**src/rtl/elevator_pkg.sv**
```systemverilog
// Shared types and sizing for the two-car hall-call dispatcher.
package elevator_pkg;
  localparam int NUM_FLOORS  = 64;
  localparam int FLOOR_IDX_W = $clog2(NUM_FLOORS);

  typedef enum logic [1:0] {ST_IDLE, ST_SELECT, ST_ISSUE} state_e;
  typedef enum logic {CAR1 = 1'b0, CAR2 = 1'b1} car_e;
endpackage

```
**src/rtl/elevator_dispatcher_floor_encoder.sv**
```systemverilog
// One-hot floor bus to binary index, with a flag that the bus had exactly one bit set.
module floor_encoder #(
  parameter int W  = 64,
  parameter int IW = $clog2(W)
) (
  input  logic [W-1:0]  onehot_i,
  output logic [IW-1:0] idx_o,
  output logic          onehot_ok_o
);
  // OR of set-bit indices; only meaningful when onehot_ok_o is high
  always_comb begin
    idx_o = '0;
    for (int k = 0; k < W; k++)
      if (onehot_i[k]) idx_o = idx_o | IW'(k);
  end

  assign onehot_ok_o = (onehot_i != '0) && ((onehot_i & (onehot_i - W'(1))) == '0);
endmodule

```
**src/rtl/elevator_dispatcher.sv**
```systemverilog
// Collects hall calls into a pending bitmap and hands the lowest pending floor
// to the nearer eligible car, one assignment outstanding at a time.
module elevator_dispatcher
  import elevator_pkg::*;
#(
  parameter int NUM_FLOORS = elevator_pkg::NUM_FLOORS
) (
  input  logic                  clk,
  input  logic                  reset_n,
  input  logic                  call_valid,
  input  logic [NUM_FLOORS-1:0] call_floor,
  input  logic [NUM_FLOORS-1:0] current_floor_elevator1,
  input  logic [NUM_FLOORS-1:0] current_floor_elevator2,
  input  logic                  idle_elevator1,
  input  logic                  idle_elevator2,
  input  logic                  in_emergency_elevator1,
  input  logic                  in_emergency_elevator2,
  output logic                  dispatch_valid_elevator1,
  output logic                  dispatch_valid_elevator2,
  output logic [NUM_FLOORS-1:0] dispatch_floor_elevator1,
  output logic [NUM_FLOORS-1:0] dispatch_floor_elevator2,
  input  logic                  dispatch_ack_elevator1,
  input  logic                  dispatch_ack_elevator2,
  output logic [NUM_FLOORS-1:0] pending_floors,
  output logic                  call_error
);
  localparam int FIW = $clog2(NUM_FLOORS);

  logic [1:0][NUM_FLOORS-1:0] pos;
  logic [1:0][FIW-1:0]        pos_idx;
  logic [1:0]                 pos_ok, idle, emerg, ack, elig;
  logic [FIW-1:0]             call_idx, tgt_idx, dist1, dist2;
  logic                       call_ok;

  state_e                     state_q, state_d;
  car_e                       winner_q, winner_d, pick;
  logic [NUM_FLOORS-1:0]      pending_q, pending_d;
  logic [1:0]                 valid_q, valid_d;
  logic [1:0][NUM_FLOORS-1:0] floor_q, floor_d;
  logic                       error_q, error_d;

  assign pos   = {current_floor_elevator2, current_floor_elevator1};
  assign idle  = {idle_elevator2, idle_elevator1};
  assign emerg = {in_emergency_elevator2, in_emergency_elevator1};
  assign ack   = {dispatch_ack_elevator2, dispatch_ack_elevator1};

  for (genvar c = 0; c < 2; c++) begin : g_car
    floor_encoder #(.W(NUM_FLOORS), .IW(FIW)) u_pos_enc (
      .onehot_i    (pos[c]),
      .idx_o       (pos_idx[c]),
      .onehot_ok_o (pos_ok[c])
    );
    assign elig[c] = idle[c] & ~emerg[c] & ~valid_q[c] & pos_ok[c];
  end

  floor_encoder #(.W(NUM_FLOORS), .IW(FIW)) u_call_enc (
    .onehot_i    (call_floor),
    .idx_o       (call_idx),
    .onehot_ok_o (call_ok)
  );

  // Lowest pending floor is served first
  always_comb begin
    tgt_idx = '0;
    for (int k = NUM_FLOORS - 1; k >= 0; k--)
      if (pending_q[k]) tgt_idx = FIW'(k);
  end

  assign dist1 = (tgt_idx >= pos_idx[0]) ? tgt_idx - pos_idx[0] : pos_idx[0] - tgt_idx;
  assign dist2 = (tgt_idx >= pos_idx[1]) ? tgt_idx - pos_idx[1] : pos_idx[1] - tgt_idx;

  always_comb begin
    case (elig)
      2'b10:   pick = CAR2;
      2'b11:   pick = (dist2 < dist1) ? CAR2 : CAR1;
      default: pick = CAR1;
    endcase
  end

  always_comb begin
    state_d   = state_q;
    winner_d  = winner_q;
    pending_d = pending_q;
    valid_d   = valid_q;
    floor_d   = floor_q;
    error_d   = 1'b0;
    case (state_q)
      ST_IDLE:
        if ((pending_q != '0) && (elig != 2'b00)) state_d = ST_SELECT;
      ST_SELECT:
        if (elig == 2'b00) begin
          state_d = ST_IDLE;
        end else begin
          state_d            = ST_ISSUE;
          winner_d           = pick;
          pending_d[tgt_idx] = 1'b0;
          valid_d[pick]      = 1'b1;
          floor_d[pick]      = '0;
          floor_d[pick][tgt_idx] = 1'b1;
        end
      ST_ISSUE:
        if (ack[winner_q]) begin
          state_d           = ST_IDLE;
          valid_d[winner_q] = 1'b0;
          floor_d[winner_q] = '0;
        end else if (emerg[winner_q]) begin
          // Car pulled into emergency before accepting: put the call back
          state_d           = ST_IDLE;
          pending_d         = pending_d | floor_q[winner_q];
          valid_d[winner_q] = 1'b0;
          floor_d[winner_q] = '0;
        end
      default: state_d = ST_IDLE;
    endcase
    // New call applied last so a same-cycle set beats a clear
    if (call_valid) begin
      if (call_ok) pending_d[call_idx] = 1'b1;
      else         error_d = 1'b1;
    end
  end

  always_ff @(posedge clk) begin
    if (!reset_n) begin
      state_q   <= ST_IDLE;
      winner_q  <= CAR1;
      pending_q <= '0;
      valid_q   <= '0;
      floor_q   <= '0;
      error_q   <= 1'b0;
    end else begin
      state_q   <= state_d;
      winner_q  <= winner_d;
      pending_q <= pending_d;
      valid_q   <= valid_d;
      floor_q   <= floor_d;
      error_q   <= error_d;
    end
  end

  assign dispatch_valid_elevator1 = valid_q[0];
  assign dispatch_valid_elevator2 = valid_q[1];
  assign dispatch_floor_elevator1 = floor_q[0];
  assign dispatch_floor_elevator2 = floor_q[1];
  assign pending_floors           = pending_q;
  assign call_error               = error_q;
endmodule

```
**config.mk**
```make
export PLATFORM = sky130hd
export DESIGN_NAME = elevator_dispatcher
export DESIGN_NICKNAME = d
export VERILOG_FILES = /design/src/rtl/elevator_pkg.sv /design/src/rtl/elevator_dispatcher_floor_encoder.sv /design/src/rtl/elevator_dispatcher.sv
export SDC_FILE = /design/constraint.sdc
export NUM_CORES = 1
export LEC_CHECK = 0
export ABC_AREA = 1
export BUFFER_PORTS_ARGS = -buffer_cell sky130_fd_sc_hd__buf_2
export CAP_MARGIN = 20
export CORE_UTILIZATION = 35
export CTS_BUF_LIST = sky130_fd_sc_hd__clkbuf_4
export DETAILED_ROUTE_END_ITERATION = 16
export PLACE_DENSITY_LB_ADDON = 0.2
export SLEW_MARGIN = 20
export SYNTH_ARGS = -nofsm -noshare
export SYNTH_HDL_FRONTEND = slang
export SYNTH_HIERARCHICAL = 1
export SYNTH_SLANG_ARGS = --single-unit
```
**constraint.sdc**
```tcl
create_clock -name clk -period 8.3 [get_ports clk]
set_input_delay 1.66 -clock clk [delete_from_list [all_inputs] [get_ports clk]]
set_output_delay 1.66 -clock clk [all_outputs]
set_load 0.01 [all_outputs]
```
==> flow_summary.yaml, run 1 <==
logic_synthesis:
  yosys.area.top_type: "nand2_1"
  synth_common_cells: "nand2_1 (1,110), nor2_1 (666), inv_1 (295)"
  ys_async_sr_fraction: 0
  synth_top_area_share: 0.225
  ys_ff_latch: 198
  synth-warning-count: 6
  ys_top_cells_by_area: "nand2_1 (23%), dfxtp_1 (21%), nor2_1 (14%)"
  synth_seq_area_share: 0.214
  synth_edf_count: 0
  synth-main-ff-cell: "dfxtp_1"
  syn_nets: 3601
  netlist-cell-type-count: 49
  synth.avg_cell_area_um2: 5.50
  netlist_area_mm2: 0.0185
  yosysMostFrequentCell: "nand2_1"
  syn_inst: 3365
critical_path:
  cpMostUsedCell: "nand2_1"
  critPathLaunch: "pending_floors[62]$_SDFF_PN0_"
  path_class: "reg2reg"
  crit_path_end_kind: "flip-flop"
  worstPathArrival_ns: 8.09
  cp.required_ns: 8.78
  cpMaxStageDelayCell: "dfxtp_2"
  cp_slowest_stage_delay_ns: 0.40
  cp-start-kind: "flip-flop"
  path_max_fanout: 27
  r2r-start: "pending_floors[62]$_SDFF_PN0_"
global_routing:
  grt_usage: 0.311
  grt_start_max_net_pins: 107
  grt_pass1_vias: 21100
  antenna_found_initial: 1
  grt_pass1_wl_um: 129000
  grt_overflow: 0
routing:
  drt-initial-drc-count: 2931
  wl_per_cell_um: 19.9
  antenna_left: 0
  vias: 23800
  drcViolationCount: 0
  wl_um: 87500
  firstDrtPassIters: 7
  vias_per_cell: 5.41
placed_design:
  globalplace.congestion: 1.01
  io_buffer_count: 395
  post_dp_cell_area_mm2: 0.0211
  placedCellCount: 4351
  dp_hpwl_um: 67200
  pre_cts_slack_ns: 0.228
sta:
  finalCritPeriodShare: 0.918
  maxSlewHeadroom: 0.195
  maxSlewViolCount: 0
  skew_ns: 0.0411
  worst_pin_slew_ns: 1.20
  fmax_mhz: 131
  timing_hold_violations_final: 0
  setup_ws_ns: 0.684
  setup_violations: 0
  whs_ns: 0.498
  timing.final.crit_period_ns: 7.62
floorplan:
  placementRows: 83
  io_pins: 396
  die_h_um: 232
  initial_core_util: 0.358
  coreArea_mm2: 0.0517
  die_area_mm2: 0.0538
  fp.dieW_um: 232
job:
  cap_violations: 0
cts:
  cts_tree: "built"
  htree_levels: 4
  cts_buffer_depth: 2
  worstSkewPairLatency_ns: 0.65
  cts_buffers: 17
  holdBufCountCts: 0
  clkSlewWorstSetupHoldPaths_ns: 0.20
  ctsRootBufferMaster: "clkbuf_4"
  clkSinkCount: 198
power_and_ir_drop:
  vdd_ir_drop_max_mv: 0.112
  powerDensity_mw_per_mm2: 81.8
  p_leak_nw: 10.0
run_status:
  status: "complete, no violations"
worst_hold_path:
  holdCritPathClass: "reg2reg"
final_layout:
  instances_no_fill: 4394
  nNetsFinal: 3936
  post-route-util: 0.420
  drive_gt1_frac: 0.166
  stdcell_area_mm2: 0.0217
  area_delta_synth_final_pct: 17.5
==> area by class of cell <==
cell class / count / area, um2
Clock buffer: 17 / 128
Multi-Input combinational cell: 2738 / 13100
Inverter: 307 / 1180
Timing Repair Buffer: 435 / 2330
Tap cell: 680 / 851
Antenna cell: 1 / 2.50
Fill cell: 5949 / 30000
Sequential cell: 198 / 3970
Timing Repair inverter: 3 / 26.3
Clock inverter: 15 / 189
==> metrics by stage <==
step	total power [mW]	TNS [ns]
after detailed placement	1.21	0
after CTS	1.78	0
final	1.78	0
after global routing	1.84	-4.59
after global placement	1.21	0
after floorplan	1.08	0
==> worst max-delay path, delay by kind of cell (launching register included) <==
family          cells  cell delay, ns
compound gates      9            1.39
xor+xnor            1            0.14
fa+ha+maj           3            0.73
buf+inv             7            0.67
flops               1            0.40
mux                 1            0.20
simple gates       69            3.88
==> worst paths after layout <==
| check | slack, ns | end | cells past startpoint |
|---|---|---|---|
| setup / recovery | 0.68 | flip-flop | 90 |
| setup reg to reg | 0.68 | flip-flop | 90 |
| hold / removal | 0.50 | flip-flop | 2 |
| hold reg to reg | 0.50 | flip-flop | 2 |
==> repair_timing <==
item                       CTS  global route
setup buffers                0             7
setup endpoints to repair    0           130
gates resized for setup      0            44
==> kinds of logic after synthesis <==
| kind of cell | synth area share |
|---|---|
| mux | 0.0385 |
| xor+xnor | 0.00379 |
| buf+inv | 0.0894 |
| fa+ha+maj | 0.0253 |
| compound gates | 0.157 |
| flops | 0.214 |
| simple gates | 0.472 |
==> routing by layer <==
| metal | wire [um] | track usage | up-vias |
|---|---|---|---|
| met2 | 37800 | 0.474 | 1230 |
| met3 | 8830 | 0.0491 | 128 |
| li1 | - | - | 11500 |
| met4 | 2370 | 0.0835 | 0 |
| met1 | 38500 | 0.449 | 10900 |
| met5 | 0 | 0 | - |
==> power breakdown <==
group	total, mW	internal [mW]	switching (mW)
combinational	0.242	0.0750	0.167
clock	0.585	0.149	0.436
sequential	0.952	0.952	0.000210
==> layout by cell type (no fill, tap or decap), drive strengths merged, types with 31 or more instances in the layout <==
cell type,netlist,final
nor2,719,719
nand2,1135,1135
inv,301,312
a21oi,278,278
mux2i,70,70
ha,31,31
nand4,93,93
nand3,92,92
a22oi,34,34
dfxtp,198,198
o21bai,35,35
buf,18,435
o21ai,136,136
No activity file was read; power rests on OpenSTA's default activity.
==> run 2: changes to the inputs <==
ABC_AREA = unset   (was 1)
==> run 2 against run 1 <==
Net effect:
- die area shrank 18%
- maximum frequency grew 3.7%
- non-clock buffer count is 18 lower
- critical path type unchanged
- highest routed layer unchanged
- register-to-register slack improved by 0.27 ns
- combinational power fell by 5%
- clock skew down 0.0030 ns
- synthesized cell count decreased by 41%
- clock-buffer cell count stayed put
- cell count fell by 34%
- area after synthesis is 18% lower
==> flow_summary.yaml, run 2 <==
run_status:
  status: "complete, no violations"
final_layout:
  post-route-util: 0.423
  fillers: 4444
  mostFrequentLayoutCell: "buf_2"
  area_delta_synth_final_pct: 18.3
  drive_gt1_frac: 0.263
  mostFrequentLayoutCells: "buf_2 (395), nand2_1 (213), dfxtp_1 (197)"
  nNetsFinal: 2549
  stdcell_area_mm2: 0.0179
cts:
  ctsRootBufferMaster: "clkbuf_4"
  clkSinkCount: 198
  cts.repair.resized: 0
  cts_buffer_depth: 2
  worstSkewPairLatency_ns: 0.62
  cts_tree: "built"
  clkSlewWorstSetupHoldPaths_ns: 0.20
  cts_buffers: 17
  holdBufCountCts: 0
  post_cts_buffers: 0
  htree_levels: 4
power_and_ir_drop:
  seqPwrFrac: 0.546
  powerDensity_mw_per_mm2: 97.4
  pwr-share-comb: 0.131
  internal-power_mw: 1.17
  power.net_switching_mw: 0.574
  p_leak_nw: 6.80
  p_sw_frac: 0.329
  p_total_mw: 1.75
  vdd_ir_drop_max_mv: 0.0736
  clockPowerShare: 0.323
sta:
  fmax_mhz: 136
  timing.final.crit_period_ns: 7.34
  maxSlewViolCount: 0
  timing_hold_violations_final: 0
  whs_ns: 0.496
  fin_tns_setup_ns: 0
  worst_pin_slew_ns: 1.20
  skew_ns: 0.0381
  finalCritPeriodShare: 0.885
  rsz0062_at_grt: "false"
  maxSlewHeadroom: 0.197
  setup_violations: 0
floorplan:
  fp.dieW_um: 210
  die_h_um: 210
  placementRows: 75
  io_pins: 396
  die_area_mm2: 0.0441
  coreArea_mm2: 0.0423
  initial_core_util: 0.358
logic_synthesis:
  netlist_area_mm2: 0.0152
  ys_top_cells_by_area: "dfxtp_1 (26%), a21oi_1 (5.5%), nand2_1 (5.3%)"
  yosysMostFrequentCell: "nand2_1"
  ys_async_sr_fraction: 0
  synthSimpleGateAreaFrac: 0.300
  synth_top_family_by_area: "simple AND/OR/NAND/NOR gates"
  synth_mux_area_frac: 0.0571
  synth-warning-count: 6
  netlist-cell-type-count: 93
  synth_top_area_share: 0.262
  synth-main-ff-cell: "dfxtp_1"
  synth-compound-area-share: 0.298
  synth.avg_cell_area_um2: 7.65
  synth_edf_count: 0
  synth_common_cells: "nand2_1 (213), dfxtp_1 (198), a21oi_1 (167)"
  ys_ff_latch: 198
  synth_seq_area_share: 0.262
  syn_nets: 2216
  synth-adder-area-share: 0.0329
  yosys.area.top_type: "dfxtp_1"
  syn_inst: 1980
  synth_xor_xnor_area_share: 0.00462
global_routing:
  grt_overflow: 0
  grt_pass1_wl_um: 111000
  grt_start_max_net_pins: 73
  antenna_found_initial: 3
  grt_pass1_vias: 17000
  grt_usage: 0.328
routing:
  wl_per_cell_um: 25.8
  vias: 18700
  firstDrtPassIters: 8
  drt-initial-drc-count: 2347
  antenna_left: 0
  wl_um: 75000
  drcViolationCount: 0
  vias_per_cell: 6.43
placed_design:
  post_dp_cell_area_mm2: 0.0176
  io_buffer_count: 395
  dp_hpwl_um: 57500
  globalplace.congestion: 1.01
critical_path:
  crit_path_end_kind: "flip-flop"
  cp-start-kind: "flip-flop"
  worstPathArrival_ns: 7.87
  r2r-start: "pending_floors[3]$_SDFF_PN0_"
  critPathLaunch: "pending_floors[3]$_SDFF_PN0_"
  cp.required_ns: 8.82
  path_max_fanout: 64
  cpMostUsedCell: "a21oi_1"
  cpMaxStageDelayCell: "dfxtp_1"
  cp_slowest_stage_delay_ns: 0.67
  path_class: "reg2reg"
job:
  cap_violations: 0
worst_hold_path:
  holdCritPathClass: "reg2reg"
## run 2: changes by cell type in the layout (fill, tap and decap cells not counted), sizes merged, moves of 60 or more
cell | previous run | this run
nand2 | 1135 | 214
nor2 | 719 | 150
inv | 312 | 70
a21oi | 278 | 167
nor3 | 27 | 101
nor4 | 28 | 97
mux2 | 1 | 68
mux2i | 70 | 10
## run 2: critical path: cells and delay by family (launching register included)
kind	cells	cell delay, ns
compound gates	14	3.57
buf+inv	5	1.17
fa+ha+maj	3	0.70
simple gates	4	0.68
flops	1	0.67
mux	1	0.23
xor+xnor	1	0.15
## run 2: cell families (layout without fill, tap and decap cells)
family                   after synthesis  count (layout)
XOR/XNOR                               8               8
adder cells (fa/ha/maj)               38              38
AO/OA/AOI/OAI                        665             665
multiplexers                          78              78
other                                  0               5
buffers and inverters                166             512
AND/OR/NAND/NOR                      827             827
flip-flops                           198             198
## run 2: cell type report
class                      instances  area [um2]  area share
inverter                          63         241      0.0135
clock buffer                      17         128     0.00712
sequential                       198        3970       0.221
timing repair buffer             417        2160       0.121
antenna                            5        12.5    0.000698
clock inverter                    15         175     0.00977
multi-input combinational       1616       10500       0.587
tap                              577         722      0.0403
## run 2: final timing paths
path | endpoint | slack (ns) | depth (start not counted)
min | flip-flop | 0.50 | 2
min reg2reg | flip-flop | 0.50 | 2
max | flip-flop | 0.96 | 28
max reg2reg | flip-flop | 0.96 | 28
## run 2: power groups by stage
stage | sequential, mW | combinational, mW | clock (mW)
floorplan | 0.973 | 0.0771 | 0
global placement | 0.973 | 0.224 | 0
detailed placement | 0.973 | 0.221 | 0
CTS | 0.954 | 0.222 | 0.564
global route | 0.954 | 0.242 | 0.608
finish | 0.954 | 0.229 | 0.564
## run 2: through the flow
stage | cells | worst slack [ns]
after global placement | 2870 | 0.881
after CTS | 2902 | 1.22
final | 2908 | 0.955
after floorplan | 1980 | 1.67
after global routing | 2906 | 0.649
after detailed placement | 2870 | 0.735
## run 2: layer usage
layer | global-route usage | wire [um] | vias up | share of wire
met5 | 0 | 0 | - | 0
met4 | 0.104 | 2470 | 0 | 0.033
met3 | 0.0672 | 7780 | 147 | 0.10
met2 | 0.489 | 32100 | 1160 | 0.43
met1 | 0.468 | 32700 | 9018 | 0.44
li1 | - | - | 8377 | -
